===== config.mk =====
export PLATFORM = sky130hd
export DESIGN_NAME = csa_multiword_sequencer
export DESIGN_NICKNAME = d
export VERILOG_FILES = /design/src/rtl/csa_pkg.sv /design/src/rtl/csa_slice8.sv /design/src/rtl/csa_multiword_sequencer.sv
export SDC_FILE = /design/constraint.sdc
export NUM_CORES = 1
export LEC_CHECK = 0
export CAP_MARGIN = 10
export CORE_MARGIN = 3
export CORE_UTILIZATION = 47
export CTS_BUF_LIST = sky130_fd_sc_hd__clkbuf_8
export CTS_CLUSTER_SIZE = 12
export DETAILED_ROUTE_END_ITERATION = 7
export GPL_TIMING_DRIVEN = 0
export PLACE_DENSITY = 0.91
export SYNTH_ARGS = -nofsm -noshare
export SYNTH_HDL_FRONTEND = slang
export SYNTH_HIERARCHICAL = 1
export SYNTH_SLANG_ARGS = --single-unit

===== constraint.sdc =====
create_clock -name clk -period 3.5 [get_ports clk]
set_clock_uncertainty 0.2 [all_clocks]
set_input_delay 0.35 -clock clk [delete_from_list [all_inputs] [get_ports clk]]
set_output_delay 0.35 -clock clk [all_outputs]
set_load 0.03 [all_outputs]

===== src/rtl/csa_pkg.sv =====
// Shared constants, FSM state type and index-width helper for the
// carry-select multi-word sequencer.
package csa_pkg;

  localparam int CHUNK_W = 8;

  typedef enum logic [1:0] {
    IDLE = 2'd0,
    RUN  = 2'd1,
    DONE = 2'd2
  } state_t;

  // Width of the chunk index; never narrower than one bit.
  function automatic int clog2(input int n);
    int w;
    w = 1;
    while ((1 << w) < n) w++;
    return w;
  endfunction

endpackage


===== src/rtl/csa_slice8.sv =====
// 8-bit carry-select adder: rippled low nibble, high nibble precomputed for
// both carry values and selected by the low-nibble carry.
module csa_slice8 (
  input  logic [7:0] a,
  input  logic [7:0] b,
  input  logic       cin,
  output logic [7:0] sum,
  output logic       cout
);

  logic [4:0] c;
  logic [4:0] hi0;
  logic [4:0] hi1;

  assign c[0] = cin;

  for (genvar gi = 0; gi < 4; gi++) begin : g_ripple
    assign sum[gi]  = a[gi] ^ b[gi] ^ c[gi];
    assign c[gi+1]  = (a[gi] & b[gi]) | (c[gi] & (a[gi] ^ b[gi]));
  end

  assign hi0 = {1'b0, a[7:4]} + {1'b0, b[7:4]};
  assign hi1 = {1'b0, a[7:4]} + {1'b0, b[7:4]} + 5'd1;

  assign sum[7:4] = c[4] ? hi1[3:0] : hi0[3:0];
  assign cout     = c[4] ? hi1[4]   : hi0[4];

endmodule


===== src/rtl/csa_multiword_sequencer.sv =====
// Wide add (and optional subtract, macro CSA_SEQ_SUBTRACT_EN) computed one
// 8-bit chunk per cycle through a single shared carry-select slice.
module csa_multiword_sequencer
  import csa_pkg::*;
#(
  parameter int N_CHUNKS = 4
) (
  input  logic                          clk,
  input  logic                          reset,
  input  logic                          start,
  output logic                          ready,
  input  logic [CHUNK_W*N_CHUNKS-1:0]   a,
  input  logic [CHUNK_W*N_CHUNKS-1:0]   b,
  input  logic                          cin,
`ifdef CSA_SEQ_SUBTRACT_EN
  input  logic                          sub,
`endif
  output logic [CHUNK_W*N_CHUNKS-1:0]   sum,
  output logic                          cout,
  output logic                          overflow,
  output logic                          done
);

  localparam int W     = CHUNK_W * N_CHUNKS;
  localparam int IDX_W = clog2(N_CHUNKS);
  localparam logic [IDX_W-1:0] LAST_IDX = IDX_W'(N_CHUNKS - 1);

  state_t           state_reg, state_next;
  logic [IDX_W-1:0] idx_reg;
  logic [W-1:0]     opa_reg, opb_reg, sum_reg;
  logic             carry_reg, cout_reg, ovf_reg;
  logic             sub_eff, accept;
  logic [CHUNK_W-1:0] slice_sum;
  logic             slice_cout;

`ifdef CSA_SEQ_SUBTRACT_EN
  assign sub_eff = sub;
`else
  assign sub_eff = 1'b0;
`endif

  assign accept = start && (state_reg == IDLE);

  csa_slice8 u_slice (
    .a    (opa_reg[idx_reg*CHUNK_W +: CHUNK_W]),
    .b    (opb_reg[idx_reg*CHUNK_W +: CHUNK_W]),
    .cin  (carry_reg),
    .sum  (slice_sum),
    .cout (slice_cout)
  );

  always_ff @(posedge clk) begin
    if (reset) begin
      state_reg <= IDLE;
      idx_reg   <= '0;
      opa_reg   <= '0;
      opb_reg   <= '0;
      carry_reg <= 1'b0;
      sum_reg   <= '0;
      cout_reg  <= 1'b0;
      ovf_reg   <= 1'b0;
    end else begin
      state_reg <= state_next;
      if (accept) begin
        // Subtraction is A + ~B + 1, so B is inverted once at latch time.
        opa_reg   <= a;
        opb_reg   <= sub_eff ? ~b : b;
        carry_reg <= sub_eff ? 1'b1 : cin;
        idx_reg   <= '0;
      end
      if (state_reg == RUN) begin
        sum_reg[idx_reg*CHUNK_W +: CHUNK_W] <= slice_sum;
        carry_reg <= slice_cout;
        idx_reg   <= idx_reg + 1'b1;
        if (idx_reg == LAST_IDX) begin
          cout_reg <= slice_cout;
          ovf_reg  <= (opa_reg[W-1] == opb_reg[W-1]) &&
                      (slice_sum[CHUNK_W-1] != opa_reg[W-1]);
        end
      end
    end
  end

  always_comb begin
    state_next = state_reg;
    ready      = 1'b0;
    done       = 1'b0;
    case (state_reg)
      IDLE: begin
        ready = 1'b1;
        if (start) state_next = RUN;
      end
      RUN: begin
        if (idx_reg == LAST_IDX) state_next = DONE;
      end
      DONE: begin
        done       = 1'b1;
        state_next = IDLE;
      end
      default: state_next = IDLE;
    endcase
  end

  assign sum      = sum_reg;
  assign cout     = cout_reg;
  assign overflow = ovf_reg;

endmodule


==> results.md <==
- Clock buffer depth: 2
- Power per Cell Area: 401.2 nW/µm²
- Tot GR Track Use: 23.51%
- Initial antenna violation count: 0
- Top area cells in the synthesized netlist: dfxtp_1 47%, nand2_1 13%, a21oi_1 9.8%
- Layout Area Growth over Synthesis: 32.48%
- Syn Inst Count: 493
- Fin util: 65.57%
- First-pass GRT wire length: 19180 µm
- Ys Warns: 6
- FF+latch area: 2066 µm²
- FP Rows: 34
- Worst min-delay path category: input pin to flip-flop
- Die height: 103.0 µm
- DPL Wire Length: 8885 µm
- Slew margin rel.: 47.20%
- Endpoints failing hold: 0
- Yosys top cell by area: dfxtp_1
- Clock transition at the registers of the reported paths: 0.11 ns
- Final worst setup slack: -0.05459 ns
- Placed cell areas: 5590 µm²
- H-tree depth: 3
- Seq pwr share: 53.2%
- Syn_nets: 576
- Crit-path max FO: 6
- Worst Tran Pin Value: 0.7900 ns
- CTS Buf Count: 9
- Pin count of the biggest net entering global routing: 19
- Req. time, crit path: 3.60 ns
- VDD IR max: 0.2726 mV
- #FFs+latches synth: 103
- Clk_lat worst skew: 0.38 ns
- Register area share after synthesis: 46.63%
- WP data arrival: 3.66 ns
- Met1 wire length: 4795 µm
- CP Capture Type: flip-flop
- Multi-input gate area: 2235 µm²
- Fraction of registers with async set/reset: 0%
- CTS tree: built
- WS Path Type: flip-flop to flip-flop
- Clock Tree Root: clkbuf_8
- Detailed-route via count: 4086
- Cts-stage hold buffer count: 0
- Final setup fails: 3
- I/O Pins: 104
- Most used DFF post-synth: dfxtp_1
- Max Fclk: 0.2813 GHz
- Initial Utilization: 49.50%
- Leak pwr: 2.143 nW
- Grt total ovfl: 0
- Switching part of the total: 28.81%
- Net Switching: 0.6771 mW
- Number of fillers in the final layout: 690
- Post-synth top cells: 150 x nand2_1, 103 x dfxtp_1, 87 x a21oi_1
- Post-route cell area: 5858 µm²
- Max_cap viols: 0
- Mapped Area: 4422 µm²
- DP Worst Slack: -0.7112 ns
- Outcome: finished with violations
- Internal power: 1.673 mW
- DRT iter0 DRCs: 250
- Pwr Total: 2.351 mW
- Post-synth EDFFs: 0
- Die footprint: 10610 µm²
- Routability cong.: 0.9076
- Power share of the clock group: 29.5%
- Top-area cell type share of the netlist area: 46.63%
- Die W: 103.0 µm
- Logic gate share of total power: 17.3%
- Final ANT Viol Nets: 0
- Final Max Slew Viols: 0
- Cell variety after synth: 41
- Max Used Layer: met4
- Layout cells sized above 1: 11.89%
- Vias in the first global route: 4009
- RSZ-0062 raised after global routing: yes
- Initial DRT Pass Iterations: 6
- Crit share post-route: 101.6%
- Min cycle time layout: 3.555 ns
- I/O Buffers: 102
- Most numerous cell in the Yosys netlist: nand2_1
- DR WL met2: 6005 µm
- # DRC: 0
- Routed wl met3: 950 µm
- Failing checks: setup timing
- Vias/cell: 5.659
- Placeable core area: 8934 µm²
- N_diodes: 0
- Post-Route Setup TNS: -0.1058 ns
- Wirelength per Cell: 16.89 µm
- Clk sinks: 103
- Element type at the critical path start: flip-flop
- Nets: 692
- Final Routed Wirelength: 12190 µm
- Post-synthesis area per instance: 8.969 µm²
==> worst paths after layout <==
kind | start | to | slack (ns) | cells past startpoint
worst max-delay path | idx_reg[0] | sum[14] | -0.05 | 11
worst min-delay path | reset | sum[6] | 0.25 | 3
worst max register to register | idx_reg[0] | sum[14] | -0.05 | 11
worst min register to register | sum[9] | sum[9] | 0.26 | 2
==> layer usage <==
layer / vias up / global-route usage (%)
met2: 226 / 38.83
met1: 1905 / 29.73
met4: 0 / 11.95
met5: - / 0
met3: 41 / 3.789
li1: 1914 / -
==> what timing repair did <==
action / CTS / global route
pin swaps: 6 / 2
endpoints found under the setup margin: 23 / 12
setup buffers: 4 / 0
gates resized for setup: 17 / 10
==> power by group through the flow <==
stage	logic (mW)	clock network, mW	registers (mW)
after floorplan	0.217	0	1.27
after global placement	0.372	0	1.27
after detailed placement	0.384	0	1.27
after CTS	0.401	0.699	1.25
after global routing	0.437	0.741	1.26
final	0.407	0.695	1.25
==> cell families (layout without fill, tap and decap cells) <==
logic type,Yosys count,in the layout,synth area share [%]
adders and majority gates,15,15,5.093
xor gates and xnor gates,5,5,0.9906
muxes,19,19,8.857
and+or+nand+nor,196,196,19.67
AOI/OAI and AO/OA,113,113,14.69
buffers and inverters,42,163,4.075
DFF,103,103,46.63
==> layout by cell type, fill, tap and decap left out, drive strengths merged, types with 3 or more instances in the layout <==
cell and instances:
nor2b 3, dfxtp 103, nor3 3, nor2 8, fa 5, mux4 16
a22o 16, clkbuf 29, nand3 17, a21oi 88, inv 10, ha 10
nand3b 3, buf 17, xor2 3, clkinvlp 3, clkdlybuf4s50 102, nand2 150
==> area by class of cell <==
cell class,count,area share (%)
Clock inverter,7,0.9825
Clock buffer,9,2.114
Buffer,33,2.734
Timing Repair Buffer,106,17.94
Multi-Input combinational cell,348,38.15
Tap cell,108,2.307
Sequential cell,103,35.26
Inverter,8,0.5126
==> per-stage QoR <==
step                      instances  hold slack, ns
final                           722          0.2457
after detailed placement        703          0.2455
after floorplan                 493          0.2331
after global routing            722          0.2647
after global placement          703          0.2386
after CTS                       723          0.2214
==> critical path, cell delays in order, from the launching register on <==
cell,delay [ns]
dfxtp_4,0.42
mux4_2,0.53
fa_2,0.39
inv_2,0.07
fa_2,0.20
inv_2,0.05
fa_2,0.33
fa_2,0.41
nand2_4,0.12
xor2_1,0.44
nand3_1,0.14
a21oi_1,0.16
Power figures use the tool's default switching activity.
